$ cat src/rtl/irq_ctrl_if.sv
// Bus bundle between the interrupt controller and its surroundings:
// peripheral request lines, mask write port, pipeline hazards and the fetch redirect.
interface irq_ctrl_if #(
    parameter int unsigned N_SRC = 4
);
    logic [N_SRC-1:0] irq_src;
    logic             en_we;
    logic [N_SRC-1:0] en_wdata;
    logic             stall;
    logic             flush;
    logic             branch;
    logic             ret_rti;
    logic             ret_rsi;
    logic             interrupt;
    logic [2:0]       irq_cause;
    logic             irq_active;
    logic [N_SRC-1:0] pending;
    logic [N_SRC-1:0] en_mask;

    modport master (
        output irq_src, en_we, en_wdata, stall, flush, branch, ret_rti, ret_rsi,
        input  interrupt, irq_cause, irq_active, pending, en_mask
    );

    modport slave (
        input  irq_src, en_we, en_wdata, stall, flush, branch, ret_rti, ret_rsi,
        output interrupt, irq_cause, irq_active, pending, en_mask
    );
endinterface

$ cat src/rtl/irq_ctrl.sv
// Edge-triggered, non-nesting interrupt controller: latches rising edges, picks the
// lowest enabled pending source and issues it to fetch only on a hazard-free cycle.
module irq_ctrl #(
    parameter int unsigned N_SRC     = 4,
    parameter int unsigned DRAIN_CYC = 2
) (
    input  logic         clk,
    input  logic         rst_n,
    irq_ctrl_if.slave    bus
);
    localparam int unsigned CW = 3;
    localparam int unsigned IW = 3;

    typedef enum logic [2:0] {
        S_IDLE,
        S_WAIT,
        S_ISSUE,
        S_SERVICE,
        S_DRAIN
    } state_e;

    state_e           state_q;
    logic [N_SRC-1:0] src_q;
    logic             armed_q;
    logic [N_SRC-1:0] pending_q;
    logic [N_SRC-1:0] pending_d;
    logic [N_SRC-1:0] en_mask_q;
    logic [CW-1:0]    drain_q;
    logic             interrupt_q;
    logic             irq_active_q;
    logic [IW-1:0]    irq_cause_q;

    logic [N_SRC-1:0] edges;
    logic [N_SRC-1:0] eligible;
    logic [N_SRC-1:0] clr;
    logic [IW-1:0]    sel_idx;
    logic             hazard;
    logic             issue_go;

    // armed_q suppresses the first sample after reset so a line held high through
    // reset is not mistaken for a fresh request.
    always_comb begin
        edges    = armed_q ? (bus.irq_src & ~src_q) : '0;
        eligible = pending_q & en_mask_q;
        sel_idx  = '0;
        for (int i = int'(N_SRC) - 1; i >= 0; i--) begin
            if (eligible[i]) sel_idx = IW'(i);
        end
        hazard    = bus.stall | bus.flush | bus.branch;
        issue_go  = (state_q == S_WAIT) && (eligible != '0) && !hazard;
        clr       = issue_go ? (N_SRC'(1) << sel_idx) : '0;
        pending_d = (pending_q & ~clr) | edges;
    end

    always_ff @(posedge clk) begin
        if (!rst_n) begin
            state_q      <= S_IDLE;
            src_q        <= '0;
            armed_q      <= 1'b0;
            pending_q    <= '0;
            en_mask_q    <= '0;
            drain_q      <= '0;
            interrupt_q  <= 1'b0;
            irq_active_q <= 1'b0;
            irq_cause_q  <= '0;
        end else begin
            src_q       <= bus.irq_src;
            armed_q     <= 1'b1;
            pending_q   <= pending_d;
            interrupt_q <= 1'b0;
            if (bus.en_we) en_mask_q <= bus.en_wdata;

            case (state_q)
                S_IDLE: begin
                    if (eligible != '0) state_q <= S_WAIT;
                end
                S_WAIT: begin
                    if (eligible == '0) begin
                        state_q <= S_IDLE;
                    end else if (issue_go) begin
                        state_q      <= S_ISSUE;
                        interrupt_q  <= 1'b1;
                        irq_active_q <= 1'b1;
                        irq_cause_q  <= sel_idx;
                    end
                end
                S_ISSUE: begin
                    state_q <= S_SERVICE;
                end
                S_SERVICE: begin
                    if (bus.ret_rti || bus.ret_rsi) begin
                        state_q      <= S_DRAIN;
                        irq_active_q <= 1'b0;
                        drain_q      <= CW'(DRAIN_CYC);
                    end
                end
                S_DRAIN: begin
                    if (drain_q <= CW'(1)) begin
                        state_q <= S_IDLE;
                        drain_q <= '0;
                    end else begin
                        drain_q <= drain_q - CW'(1);
                    end
                end
                default: begin
                    state_q <= S_IDLE;
                end
            endcase
        end
    end

    assign bus.interrupt  = interrupt_q;
    assign bus.irq_active = irq_active_q;
    assign bus.irq_cause  = irq_cause_q;
    assign bus.pending    = pending_q;
    assign bus.en_mask    = en_mask_q;

endmodule
$ cat src/flat_wrapper.sv
// flat-port wrapper written by rule: the top's interface ports become plain ports
module irq_ctrl_flat 
#(
    parameter int unsigned N_SRC     = 4,
    parameter int unsigned DRAIN_CYC = 2
)
  (clk, rst_n, bus_irq_src, bus_en_we, bus_en_wdata, bus_stall, bus_flush, bus_branch, bus_ret_rti, bus_ret_rsi, bus_interrupt, bus_irq_cause, bus_irq_active, bus_pending, bus_en_mask);
  irq_ctrl_if #(.N_SRC(N_SRC)) bus_i ();
  input  logic clk;
  input  logic rst_n;
  input wire logic [$bits(bus_i.irq_src)-1:0] bus_irq_src;
  input wire logic [$bits(bus_i.en_we)-1:0] bus_en_we;
  input wire logic [$bits(bus_i.en_wdata)-1:0] bus_en_wdata;
  input wire logic [$bits(bus_i.stall)-1:0] bus_stall;
  input wire logic [$bits(bus_i.flush)-1:0] bus_flush;
  input wire logic [$bits(bus_i.branch)-1:0] bus_branch;
  input wire logic [$bits(bus_i.ret_rti)-1:0] bus_ret_rti;
  input wire logic [$bits(bus_i.ret_rsi)-1:0] bus_ret_rsi;
  output wire logic [$bits(bus_i.interrupt)-1:0] bus_interrupt;
  output wire logic [$bits(bus_i.irq_cause)-1:0] bus_irq_cause;
  output wire logic [$bits(bus_i.irq_active)-1:0] bus_irq_active;
  output wire logic [$bits(bus_i.pending)-1:0] bus_pending;
  output wire logic [$bits(bus_i.en_mask)-1:0] bus_en_mask;
  assign bus_i.irq_src = bus_irq_src;
  assign bus_i.en_we = bus_en_we;
  assign bus_i.en_wdata = bus_en_wdata;
  assign bus_i.stall = bus_stall;
  assign bus_i.flush = bus_flush;
  assign bus_i.branch = bus_branch;
  assign bus_i.ret_rti = bus_ret_rti;
  assign bus_i.ret_rsi = bus_ret_rsi;
  assign bus_interrupt = bus_i.interrupt;
  assign bus_irq_cause = bus_i.irq_cause;
  assign bus_irq_active = bus_i.irq_active;
  assign bus_pending = bus_i.pending;
  assign bus_en_mask = bus_i.en_mask;
  irq_ctrl #(.N_SRC(N_SRC), .DRAIN_CYC(DRAIN_CYC)) u_core (.clk(clk), .rst_n(rst_n), .bus(bus_i));
endmodule
$ cat config.mk
export PLATFORM = sky130hd
export DESIGN_NAME = irq_ctrl_flat
export DESIGN_NICKNAME = d
export VERILOG_FILES = /design/src/rtl/irq_ctrl_if.sv /design/src/rtl/irq_ctrl.sv /design/src/flat_wrapper.sv
export SDC_FILE = /design/constraint.sdc
export NUM_CORES = 1
export LEC_CHECK = 0
export BUFFER_PORTS_ARGS = -buffer_cell sky130_fd_sc_hd__buf_4
export CELL_PAD_IN_SITES_DETAIL_PLACEMENT = 1
export CELL_PAD_IN_SITES_GLOBAL_PLACEMENT = 1
export CORE_AREA = 2 2 53 55
export CTS_BUF_LIST = sky130_fd_sc_hd__clkbuf_4 sky130_fd_sc_hd__clkbuf_8
export DETAILED_ROUTE_END_ITERATION = 12
export DIE_AREA = 0 0 55 57
export PLACE_DENSITY_LB_ADDON = 0.1
export RECOVER_POWER = 50
export SYNTH_ARGS = -nofsm -noshare
export SYNTH_HDL_FRONTEND = slang
export SYNTH_SLANG_ARGS = --single-unit
$ cat constraint.sdc
create_clock -name clk -period 3.75 [get_ports clk]
set_input_delay 0.75 -clock clk [delete_from_list [all_inputs] [get_ports clk]]
set_output_delay 0.75 -clock clk [all_outputs]
set_load 0.02 [all_outputs]
==> summary.md <==
| Metric | Value |
|---|---|
| RSZ-0062 raised after global routing | no |
| Total Wirelength | between 2000 and 2500 microns |
| Num ports | 29 |
| Total CTS buffers | 3 |
| Period utilisation layout | between 50% and 60% |
| Avg Vias per Cell | ~5.5 |
| Crit path required time | approximately 4.0 ns |
| CTS root buf | clkbuf_4 |
| Clock skew | 0.00830 ns |
| Fin util | ~48% |
| #FFs+latches synth | 23 |
| Register area | 460 sq um |
| CP cell instances | clkbuf_4 > nor3_1 > o311ai_0 > or3_1 > a21oi_1 |
| Largest net degree at the start of global routing | 17 |
| Setup crit end kind | flip-flop |
| CP max FO | 6 |
| Peak VDD IR | 0.250 mV |
| Max Cap Violations | 0 |
| Worst endpoint data arrival time | 2.44 ns |
| Vias | 923 |
| Post-Syn Area per Cell | 9.58 sq um |
| Total Nets Final | approximately 160 |
| Number of fillers in the final layout | 320 |
| Net count after synthesis | 126 |
| Global Route Usage Sum | 17.9% |
| P per Cell Area | 348 mW/mm^2 |
| Syn Inst Count | approximately 110 |
| Crit start category | input port |
| CORE AREA | about 0.0026 sq mm |
| Synthesized area | 0.00103 sq mm |
| Final critical-path required period | 2.19 ns |
| Initial DRC count | 15 |
| Post-CTS Setup Inserts | 0 |
| Pins Over Slew Limit | 0 |
| Synth Warn # | 0 |
| Number of gates resized after cts | 0 |
| WS Path Type | input port to flip-flop |
| Worst-margin pin slew | 1.02 ns |
| Top FF cell, synth | dfxtp_1 |
| Area of the die | 0.00314 sq mm |
| Post-route ant nets | 0 |
| Synth top area share | 44.5% |
| Die W | 55 microns |
| Total grt overflow | 0 |
| Layout area overhead | 22.2% |
| HPWL after DPL | between 1500 and 2000 microns |
| Synth Area in Adders | under 10% |
| Setup TNS | 0 ns |
| Vias in the first global route | 887 |
| Compound-Gate Fraction of Synth Area | 23.6% |
| Number of clock sinks | 23 |
| Cell accounting for the most synthesized area | dfxtp_1 |
| Simple-gate share of the synthesized area | 20.6% |
| Synth top area cells | dfxtp_1, nor2_1, mux2i_1, and2_1, a2111oi_2 |
| Maximum clock frequency | 456 MHz |
| Final Non-Filler Cells | 167 |
| Critical path buffer and inverter count | 1 |
| Critical path's slowest cell | nor3_1 |
| Final setup viols | 0 |
| Top delay family on crit path | simple AND/OR/NAND/NOR gates |
| Xor/xnor share of the synthesized area | 0% |
| Hold Crit Class | flip-flop to flip-flop |
| Port bufs | 27 |
| Drt drc | 0 |
| Number of antenna violations at the first check in global routing | 0 |
| P_leak | 0.504 nW |
| CTS tree | done |
| First-pass GRT wire length | 4070 microns |
| Hold_buf cts | 0 |
| Mux contribution to synthesized area | a little under 5% |
| Antenna cells | 0 |
| H-tree levels | 1 |
| Outcome | finished clean |
| Initial core utilization | 39.6% |
| GPL Wtd Cong | 0.708 |
| Clock-pin slew on the worst setup and hold paths | roughly 0.12 ns |
| Worst-case clock buffer depth | 2 |
| TritonRoute pass-1 iters | 4 |
| Register area share after synthesis | 44.5% |
| Hold Vio Cnt, Final | 0 |
| Share of layout cells above drive strength 1 | roughly 25% |
| Multi-input gate area | 518 sq um |
| Max-slew headroom | 30.1% |
| CP max stage delay | 0.54 ns |
| Setup WS post-layout | 1.56 ns |
| FFs w/ async S/R, synth | 0% |
| Clock latency on the worst-skew pair | 0.31 ns |
| Cell Rows | 19 |
| Pre-CTS setup slack | 1.68 ns |
| Routed WL per cell | 14.7 microns |
| Placed Cells | about 160 |
| Die height | 57 microns |
| Largest family of logic cells by synthesized area | compound AO/OA/AOI/OAI gates |
| Yosys cell types | 43 |
| Post-synth EDFFs | 0 |
==> power by group <==
group          switching (mW)  internal (mW)  leakage, nW  total (mW)
Clock                  0.0730         0.0488       0.0184       0.122
Combinational          0.0280         0.0276        0.297      0.0556
Sequential            0.00953          0.254        0.188       0.263
==> worst reg2reg max path: cells and delay by family, from the launching register on <==
family	cells	cell delay [ns]
AO/OA/AOI/OAI	3	1.39
AND/OR/NAND/NOR	1	0.12
flip-flops	1	0.43
==> sequential cells by signal (all words and copies together), names as in the netlist <==
name	cells
u_core.state_q	3
u_core.drain_q	3
u_core.bus.en_mask	4
u_core.armed_q	1
u_core.src_q	4
u_core.bus.pending	4
u_core.bus.interrupt	1
u_core.bus.irq_cause	2
u_core.bus.irq_active	1
==> Yosys cell counts, types with 2 or more instances <==
cell,n
nand2_1,4
nand3b_1,3
ha_1,2
mux2i_1,4
a2111oi_2,2
a311oi_1,2
nor2_1,15
o21ai_0,2
inv_1,5
and2_1,6
o21ai_1,2
clkbuf_1,2
dfxtp_1,23
a21oi_1,5
a22oi_1,2
a32oi_1,2
==> cell type report <==
cell class,count,share of cell area [%]
multi-input cells,76,40.9
inverters,6,1.78
well taps,31,3.07
flip-flops and latches,23,36.4
clock buffers,4,2.37
repair buffers,27,15.4
==> logic make-up (layout without fill, tap and decap cells) <==
logic type               count (synthesis)  after routing
other                                    1              1
AO/OA/AOI/OAI                           29             29
buffers and inverters                    9             37
adder cells (fa/ha/maj)                  2              2
flip-flops                              23             23
multiplexers                             5              5
AND/OR/NAND/NOR                         39             39
==> stage by stage <==
| step | total power [mW] | area (sq um) | hold WS [ns] |
|---|---|---|---|
| global route | 0.467 | 1260 | 0.485 |
| CTS | 0.450 | 1290 | 0.474 |
| global placement | 0.325 | 1260 | 0.450 |
| finish | 0.441 | 1260 | 0.470 |
| floorplan | 0.298 | 1030 | 0.467 |
| detailed placement | 0.327 | 1260 | 0.454 |
==> layer usage <==
metal  vias up  part of all wire, %  track usage, %
met5         -                    0               0
met4         0                  2.0            8.36
li1        447                    -               -
met2        17                   50            29.3
met3         5                  3.3            2.36
met1       454                   45            22.8
==> layout by cell type (no fill, tap or decap), drive strengths merged, types with 2 or more instances in the layout <==
cell type	instances
dfxtp	23
and2	6
mux2i	4
inv	6
clkbuf	7
ha	2
o21ai	4
a311oi	2
nor2	15
a22oi	2
buf	24
a21oi	5
nor3	2
a32oi	2
nand2	4
nand3b	3
a2111oi	2
==> worst paths after layout <==
check,start,end,slack (ns),cells after the start
max,bus_flush,u_core.bus.irq_cause[0],1.56,5
min,u_core.bus.irq_cause[1],u_core.bus.irq_cause[1],0.47,2
max reg2reg,u_core.bus.en_mask[0],u_core.state_q[1],1.74,4
min reg2reg,u_core.bus.irq_cause[1],u_core.bus.irq_cause[1],0.47,2
No activity file was read; power rests on OpenSTA's default activity.
